`config.mk`:
```
export PLATFORM = sky130hd
export DESIGN_NAME = load_store_unit
export DESIGN_NICKNAME = d
export VERILOG_FILES = /design/src/rtl/LSUFuncts.sv /design/src/rtl/RV32Consts.sv /design/src/rtl/load_store_unit_pkg.sv /design/src/rtl/lsu_lane_align.sv /design/src/rtl/load_store_unit.sv
export SDC_FILE = /design/constraint.sdc
export NUM_CORES = 1
export LEC_CHECK = 0
export ABC_AREA = 1
export BUFFER_PORTS_ARGS = -buffer_cell sky130_fd_sc_hd__buf_2
export CORE_AREA = 2 2 108 110
export CTS_BUF_LIST = sky130_fd_sc_hd__clkbuf_8
export DETAILED_ROUTE_END_ITERATION = 8
export DIE_AREA = 0 0 110 112
export PLACE_DENSITY = 0.95
export SLEW_MARGIN = 20
export SYNTH_ARGS = -nofsm -noshare
export SYNTH_HDL_FRONTEND = slang
export SYNTH_HIERARCHICAL = 1
export SYNTH_SLANG_ARGS = --single-unit
```
`constraint.sdc`:
```
create_clock -name clk -period 3.15 [get_ports clk]
set_input_delay 0.1575 -clock clk [delete_from_list [all_inputs] [get_ports clk]]
set_output_delay 0.1575 -clock clk [all_outputs]
set_load 0.02 [all_outputs]
```
`src/rtl/LSUFuncts.sv`:
```
// Load/store operation encoding and decode helpers for the LSU.
package LSUFuncts;

    typedef enum logic [2:0] {LB, LH, LW, LBU, LHU, SB, SH, SW} Type;

    typedef enum logic [1:0] {SIZE_BYTE, SIZE_HALF, SIZE_WORD} Size;

    function automatic logic is_store(Type f);
        return f inside {SB, SH, SW};
    endfunction

    function automatic logic is_unsigned(Type f);
        return f inside {LBU, LHU};
    endfunction

    function automatic Size access_size(Type f);
        case (f)
            LB, LBU, SB: return SIZE_BYTE;
            LH, LHU, SH: return SIZE_HALF;
            default:     return SIZE_WORD;
        endcase
    endfunction

endpackage

```
`src/rtl/RV32Consts.sv`:
```
// RV32 integer datapath constants shared across the core.
package RV32Consts;

    localparam int unsigned XLEN = 32;

    typedef logic [XLEN-1:0] IntReg;

endpackage

```
`src/rtl/load_store_unit_pkg.sv`:
```
// LSU-local types: FSM states, bus command payload and alignment helpers.
package load_store_unit_pkg;

    import LSUFuncts::*;

    localparam int unsigned BUS_W = 32;
    localparam int unsigned BE_W  = 4;

    typedef enum logic [1:0] {S_IDLE, S_REQ, S_WAIT, S_DONE} lsu_state_e;

    typedef struct packed {
        logic             we;
        logic [BUS_W-1:0] addr;
        logic [BUS_W-1:0] wdata;
        logic [BE_W-1:0]  be;
    } mem_cmd_t;

    function automatic logic is_misaligned(Type f, logic [1:0] off);
        case (access_size(f))
            SIZE_HALF: return off[0];
            SIZE_WORD: return off != 2'b00;
            default:   return 1'b0;
        endcase
    endfunction

    function automatic logic [1:0] align_offset(Type f, logic [1:0] off);
        case (access_size(f))
            SIZE_HALF: return {off[1], 1'b0};
            SIZE_WORD: return 2'b00;
            default:   return off;
        endcase
    endfunction

endpackage

```
`src/rtl/lsu_lane_align.sv`:
```
// Combinational byte-lane steering: store replication/byte enables and
// load lane extraction with sign or zero extension.
module lsu_lane_align
    import RV32Consts::*;
    import LSUFuncts::*;
(
    input  Type        st_funct,
    input  logic [1:0] st_offset,
    input  IntReg      st_data,
    output IntReg      wdata_c,
    output logic [3:0] be_c,
    input  Type        ld_funct,
    input  logic [1:0] ld_offset,
    input  IntReg      ld_word,
    output IntReg      ld_data_c
);

    IntReg shifted_c;

    // Store data is replicated across lanes so the bus only needs byte enables.
    always_comb begin
        wdata_c = '0;
        be_c    = 4'b1111;
        if (is_store(st_funct)) begin
            case (access_size(st_funct))
                SIZE_BYTE: begin
                    wdata_c = {4{st_data[7:0]}};
                    be_c    = 4'b0001 << st_offset;
                end
                SIZE_HALF: begin
                    wdata_c = {2{st_data[15:0]}};
                    be_c    = st_offset[1] ? 4'b1100 : 4'b0011;
                end
                default: wdata_c = st_data;
            endcase
        end
    end

    always_comb begin
        shifted_c = ld_word >> {ld_offset, 3'b000};
        ld_data_c = shifted_c;
        case (access_size(ld_funct))
            SIZE_BYTE: ld_data_c = is_unsigned(ld_funct) ? IntReg'(shifted_c[7:0])
                                 : {{(XLEN-8){shifted_c[7]}}, shifted_c[7:0]};
            SIZE_HALF: ld_data_c = is_unsigned(ld_funct) ? IntReg'(shifted_c[15:0])
                                 : {{(XLEN-16){shifted_c[15]}}, shifted_c[15:0]};
            default: ;
        endcase
    end

endmodule

```
`src/rtl/load_store_unit.sv`:
```
// Multi-cycle load/store stage: one data-bus transaction per request, with
// timeout faults. LSU_MISALIGN_TRAP_EN selects trapping vs aligning misaligned ops.
module load_store_unit
    import RV32Consts::*;
    import LSUFuncts::*;
    import load_store_unit_pkg::*;
#(
    parameter int unsigned TIMEOUT = 255
) (
    input  logic        clk,
    input  logic        rst,
    input  logic        req_valid,
    output logic        req_ready,
    input  Type         funct,
    input  IntReg       addr,
    input  IntReg       wdata,
    output logic        stall,
    output logic        resp_valid,
    output IntReg       resp_rdata,
    output logic        resp_fault,
    output logic        mem_req,
    output logic        mem_we,
    output logic [31:0] mem_addr,
    output logic [31:0] mem_wdata,
    output logic [3:0]  mem_be,
    input  logic        mem_gnt,
    input  logic        mem_rvalid,
    input  logic [31:0] mem_rdata
);

    localparam int unsigned CNT_W = (TIMEOUT > 1) ? $clog2(TIMEOUT) : 1;

    lsu_state_e       state, state_n;
    logic [CNT_W-1:0] cnt, cnt_n;
    Type              lat_funct, lat_funct_n;
    logic [1:0]       lat_offset, lat_offset_n;
    mem_cmd_t         cmd, cmd_n;
    IntReg            resp_rdata_n;
    logic             resp_fault_n;
    logic             req_ready_n, stall_n, resp_valid_n, mem_req_n;

    logic             trap_c;
    logic             timeout_c;
    logic [1:0]       offset_c;
    IntReg            wdata_c, ld_data_c;
    logic [3:0]       be_c;

`ifdef LSU_MISALIGN_TRAP_EN
    assign trap_c   = is_misaligned(funct, addr[1:0]);
    assign offset_c = addr[1:0];
`else
    assign trap_c   = 1'b0;
    assign offset_c = align_offset(funct, addr[1:0]);
`endif

    lsu_lane_align u_lane_align (
        .st_funct  (funct),
        .st_offset (offset_c),
        .st_data   (wdata),
        .wdata_c   (wdata_c),
        .be_c      (be_c),
        .ld_funct  (lat_funct),
        .ld_offset (lat_offset),
        .ld_word   (mem_rdata),
        .ld_data_c (ld_data_c)
    );

    assign timeout_c = (TIMEOUT != 0) && (cnt == CNT_W'(TIMEOUT - 1));

    always_ff @(posedge clk) begin
        if (rst) state <= S_IDLE;
        else     state <= state_n;
    end

    // Next state plus next values of every registered output.
    always_comb begin
        state_n      = state;
        cnt_n        = cnt;
        lat_funct_n  = lat_funct;
        lat_offset_n = lat_offset;
        cmd_n        = cmd;
        resp_rdata_n = resp_rdata;
        resp_fault_n = resp_fault;
        case (state)
            S_IDLE: begin
                if (req_valid) begin
                    lat_funct_n  = funct;
                    lat_offset_n = offset_c;
                    cmd_n.we     = is_store(funct);
                    cmd_n.addr   = {addr[XLEN-1:2], 2'b00};
                    cmd_n.wdata  = wdata_c;
                    cmd_n.be     = be_c;
                    cnt_n        = '0;
                    if (trap_c) begin
                        state_n      = S_DONE;
                        resp_rdata_n = '0;
                        resp_fault_n = 1'b1;
                    end else begin
                        state_n = S_REQ;
                    end
                end
            end
            S_REQ: begin
                cnt_n = cnt + CNT_W'(1);
                if (mem_gnt && is_store(lat_funct)) begin
                    state_n      = S_DONE;
                    resp_rdata_n = '0;
                    resp_fault_n = 1'b0;
                end else if (timeout_c) begin
                    state_n      = S_DONE;
                    resp_rdata_n = '0;
                    resp_fault_n = 1'b1;
                end else if (mem_gnt) begin
                    state_n = S_WAIT;
                end
            end
            S_WAIT: begin
                cnt_n = cnt + CNT_W'(1);
                // Data arriving on the final allowed cycle still completes cleanly.
                if (mem_rvalid) begin
                    state_n      = S_DONE;
                    resp_rdata_n = ld_data_c;
                    resp_fault_n = 1'b0;
                end else if (timeout_c) begin
                    state_n      = S_DONE;
                    resp_rdata_n = '0;
                    resp_fault_n = 1'b1;
                end
            end
            S_DONE: state_n = S_IDLE;
        endcase
        req_ready_n  = (state_n == S_IDLE);
        stall_n      = (state_n != S_IDLE);
        resp_valid_n = (state_n == S_DONE);
        mem_req_n    = (state_n == S_REQ);
    end

    always_ff @(posedge clk) begin
        if (rst) begin
            cnt        <= '0;
            lat_funct  <= LB;
            lat_offset <= '0;
            cmd        <= '0;
            resp_rdata <= '0;
            resp_fault <= 1'b0;
            req_ready  <= 1'b1;
            stall      <= 1'b0;
            resp_valid <= 1'b0;
            mem_req    <= 1'b0;
        end else begin
            cnt        <= cnt_n;
            lat_funct  <= lat_funct_n;
            lat_offset <= lat_offset_n;
            cmd        <= cmd_n;
            resp_rdata <= resp_rdata_n;
            resp_fault <= resp_fault_n;
            req_ready  <= req_ready_n;
            stall      <= stall_n;
            resp_valid <= resp_valid_n;
            mem_req    <= mem_req_n;
        end
    end

    assign mem_we    = cmd.we;
    assign mem_addr  = cmd.addr;
    assign mem_wdata = cmd.wdata;
    assign mem_be    = cmd.be;

endmodule

```
==> impl_results.md <==
* Vias per cell at 5.482
* Comb pwr share at 0.403
* Leakage at 3.944 nW
* Critical Path AT at 2.35 ns
* Avg Inst Size Synth at 6.569 um^2
* Post-route ant nets at 0
* Max-Cap Viols at 0
* Clock network power share at 0.240
* CP most frequent cell: nor2_1
* Number of buffers created by CTS at 17
* CP startpoint kind: flop
* CTS tree: built
* Fin cells at 1302
* Register area share after synthesis at 0.3862
* Clk Latency, worst-skew pair at 0.44 ns
* Fin crit period at 2.037 ns
* Post-detailed-route wirelength per cell at 14.72 um
* Switching share of power at 0.4158
* Starting Density at 0.5520
* Drt total wl at 19.16 mm
* Die area at 12320 um^2
* Vias in the first global route at 6923
* Worst Clk Skew at 0.007928 ns
* Crit. End Element: flop
* Final worst path period share at 0.6467
* Slew HR at 0.4722
* Hold path depth at 3
* Worst-margin pin slew at 0.7908 ns
* Number of flops mapped to enable cells by yosys at 0
* Cell Area, Synth at 6168 um^2
* DP Area at 7074 um^2
* Most frequent cells in the layout: 213 x nor2_1, 207 x buf_2, 183 x nand2_1, 119 x dfxtp_1, 97 x nand3_1
* Initial antenna violation count at 0
* Setup_tns at 0 ns
* Floorplan row count at 39
* IO Port Bufs at 207
* Worst hold slack at 0.09456 ns
* # Post-CTS Setup Buffers at 0
* Clk root buf: clkbuf_8
* VDD IR-drop max at 0.5021 mV
* Fmax at 490.9 MHz
* Htree depth at 4
* Global Route Usage Sum at 0.3174
* Layout cells sized above 1 at 0.2381
* Final hold violations at 0
* Met1 WL at 6.982 mm
* Final Wtd Congestion at 0.9080
* Drt first pass iters at 7
* DIE HEIGHT at 112 um
* Reg clk slew, reported paths at 0.07 ns
* Seq pwr share at 0.357
* Buffers & Inverters on Critical Path at 2
* CTS max path bufs at 2
* Core ar. at 11170 um^2
* Met3 WL at 1.860 mm
* Hold Crit Class: in2reg
* Worst Path Max Fanout at 70
* Outcome: complete, no violations
* Width of the chip at 110 um
* Int Pwr at 0.003198 W
* Largest net degree at the start of global routing at 71
* Switching power at 0.002276 W
* Async S/R FF share, synth at 0
* Syn-to-layout area delta at 26.02%
* Worst EP required at 3.46 ns
* # diodes at 0
* Main synth FF type: dfxtp_1
* Total grt overflow at 0
* Final setup fails at 0
* DPL Wire Length at 12.16 mm
* Instance count on the critical path at 9
* Fillers at 907
* Synth cell types at 35
* CP max stage delay at 0.50 ns
* RSZ-0062 raised after global routing: no
* Initial drt markers at 645
* CTS Sinks at 119
* Max-slew violations at 0
* Commonest non-fill, non-tap cell in the layout: nor2_1
* Top Metal Used: met4
* First-pass GRT wire length at 31.04 mm
* Power Density at 704.1 nW/um^2
* Final net count at 1255
* CP cell instances: inv_1 > ha_1 > nand2_4 > buf_4 > o21ai_4 > nand2_1 > nor2_1 > a21oi_1 > nor2_1
* Routed met2 length at 9.254 mm
* Ports at 210
* CP top delay family: buffers and inverters
* CP max stage cell: buf_4
* Drt drc at 0
* Post-layout util at 0.6957
* Cells after DPL at 1238
* Critical path class: reg2reg
* Yosys reg bits at 119
* Mapped Cells at 939
* YS warnings at 6
* Vias at 7138
* Fin area at 7774 um^2
* Worst-case reg-to-reg path depth at 9
==> registers in the layout (all words and copies together), names as in the netlist <==
signal / cells
mem_wdata: 32
resp_rdata: 32
mem_addr: 30
cnt: 8
mem_be: 4
lat_funct: 3
lat_offset: 2
state: 2
mem_req: 1
mem_we: 1
req_ready: 1
resp_fault: 1
resp_valid: 1
stall: 1
==> per-layer routing <==
metal,up-vias,track usage
li1,3407,-
met1,3208,0.3386
met2,420,0.5264
met3,103,0.09836
met4,0,0.2169
met5,-,0
==> cell usage after synthesis (2+ instances only) <==
cell | instances | share of area
buf_2 | 15 | 0.012
a21oi_1 | 54 | 0.044
a22oi_1 | 7 | 0.0085
clkbuf_1 | 17 | 0.010
o21ai_4 | 3 | 0.0079
nand2_4 | 2 | 0.0037
nand2_2 | 8 | 0.0081
nand2_1 | 183 | 0.11
o21ai_0 | 85 | 0.069
clkbuf_2 | 2 | 0.0016
nor3_1 | 2 | 0.0016
dfxtp_1 | 119 | 0.39
ha_1 | 5 | 0.010
nor2_1 | 213 | 0.13
buf_6 | 12 | 0.022
buf_4 | 13 | 0.016
inv_1 | 68 | 0.041
nand3_1 | 97 | 0.079
o21ai_1 | 9 | 0.0073
nor2_2 | 4 | 0.0041
nand3_4 | 2 | 0.0057
inv_2 | 5 | 0.0030
nand3_2 | 2 | 0.0032
==> layout make-up <==
| type | count | area [um^2] | area share |
|---|---|---|---|
| clock inverter | 10 | 76.32 | 0.009818 |
| timing repair buffer | 247 | 1429 | 0.1838 |
| inverter | 73 | 274.0 | 0.03525 |
| multi-input combinational | 688 | 3131 | 0.4027 |
| tap | 143 | 178.9 | 0.02302 |
| sequential | 119 | 2382 | 0.3065 |
| clock buffer | 22 | 302.8 | 0.03895 |
==> power by group through the flow <==
stage | clock (W) | sequential, W | combinational, W
2_1_floorplan | 0 | 0.00225 | 0.00133
3_3_place_gp | 0 | 0.00196 | 0.00206
3_5_place_dp | 0 | 0.00197 | 0.00211
4_1_cts | 0.00133 | 0.00194 | 0.00215
5_1_grt | 0.00141 | 0.00198 | 0.00244
6_report | 0.00132 | 0.00195 | 0.00221
==> logic make-up (layout without fill, tap and decap cells) <==
| kind of cell | count (synthesis) | after routing | synth area share |
|---|---|---|---|
| adder cells (fa/ha/maj) | 5 | 5 | 0.01014 |
| AND/OR/NAND/NOR | 517 | 517 | 0.3517 |
| XOR/XNOR | 2 | 2 | 0.002840 |
| other | 1 | 2 | 0.0006079 |
| buffers and inverters | 133 | 352 | 0.1069 |
| AO/OA/AOI/OAI | 162 | 162 | 0.1416 |
| flip-flops | 119 | 119 | 0.3862 |
==> timing repair <==
item,CTS,global route
hold buffers,32,0
gates resized for setup,0,0
hold endpoints to repair,32,0
setup endpoints to repair,0,0
==> path summary, 6_finish.rpt <==
check / startpoint / endpoint / slack, ns
max: state[0] / cnt[1] / 1.11
min: funct[2] / lat_funct[2] / 0.09
max reg2reg: state[0] / cnt[1] / 1.11
min reg2reg: resp_fault / resp_fault / 0.46
==> per-stage QoR <==
| stage | setup slack, ns | total power [W] |
|---|---|---|
| 6_report | 1.113 | 0.005474 |
| 5_1_grt | 0.9461 | 0.005833 |
| 4_1_cts | 1.121 | 0.005417 |
| 3_5_place_dp | 1.137 | 0.004078 |
| 3_3_place_gp | 1.205 | 0.004018 |
| 2_1_floorplan | 1.633 | 0.003579 |
==> worst register-to-register path, cell delays in order (launching register included) <==
cell     delay, ns
dfxtp_1       0.40
inv_1         0.09
ha_1          0.29
nand2_4       0.09
buf_4         0.50
o21ai_4       0.18
nand2_1       0.13
nor2_1        0.05
a21oi_1       0.13
nor2_1        0.06
No activity file was read; power rests on OpenSTA's default activity.
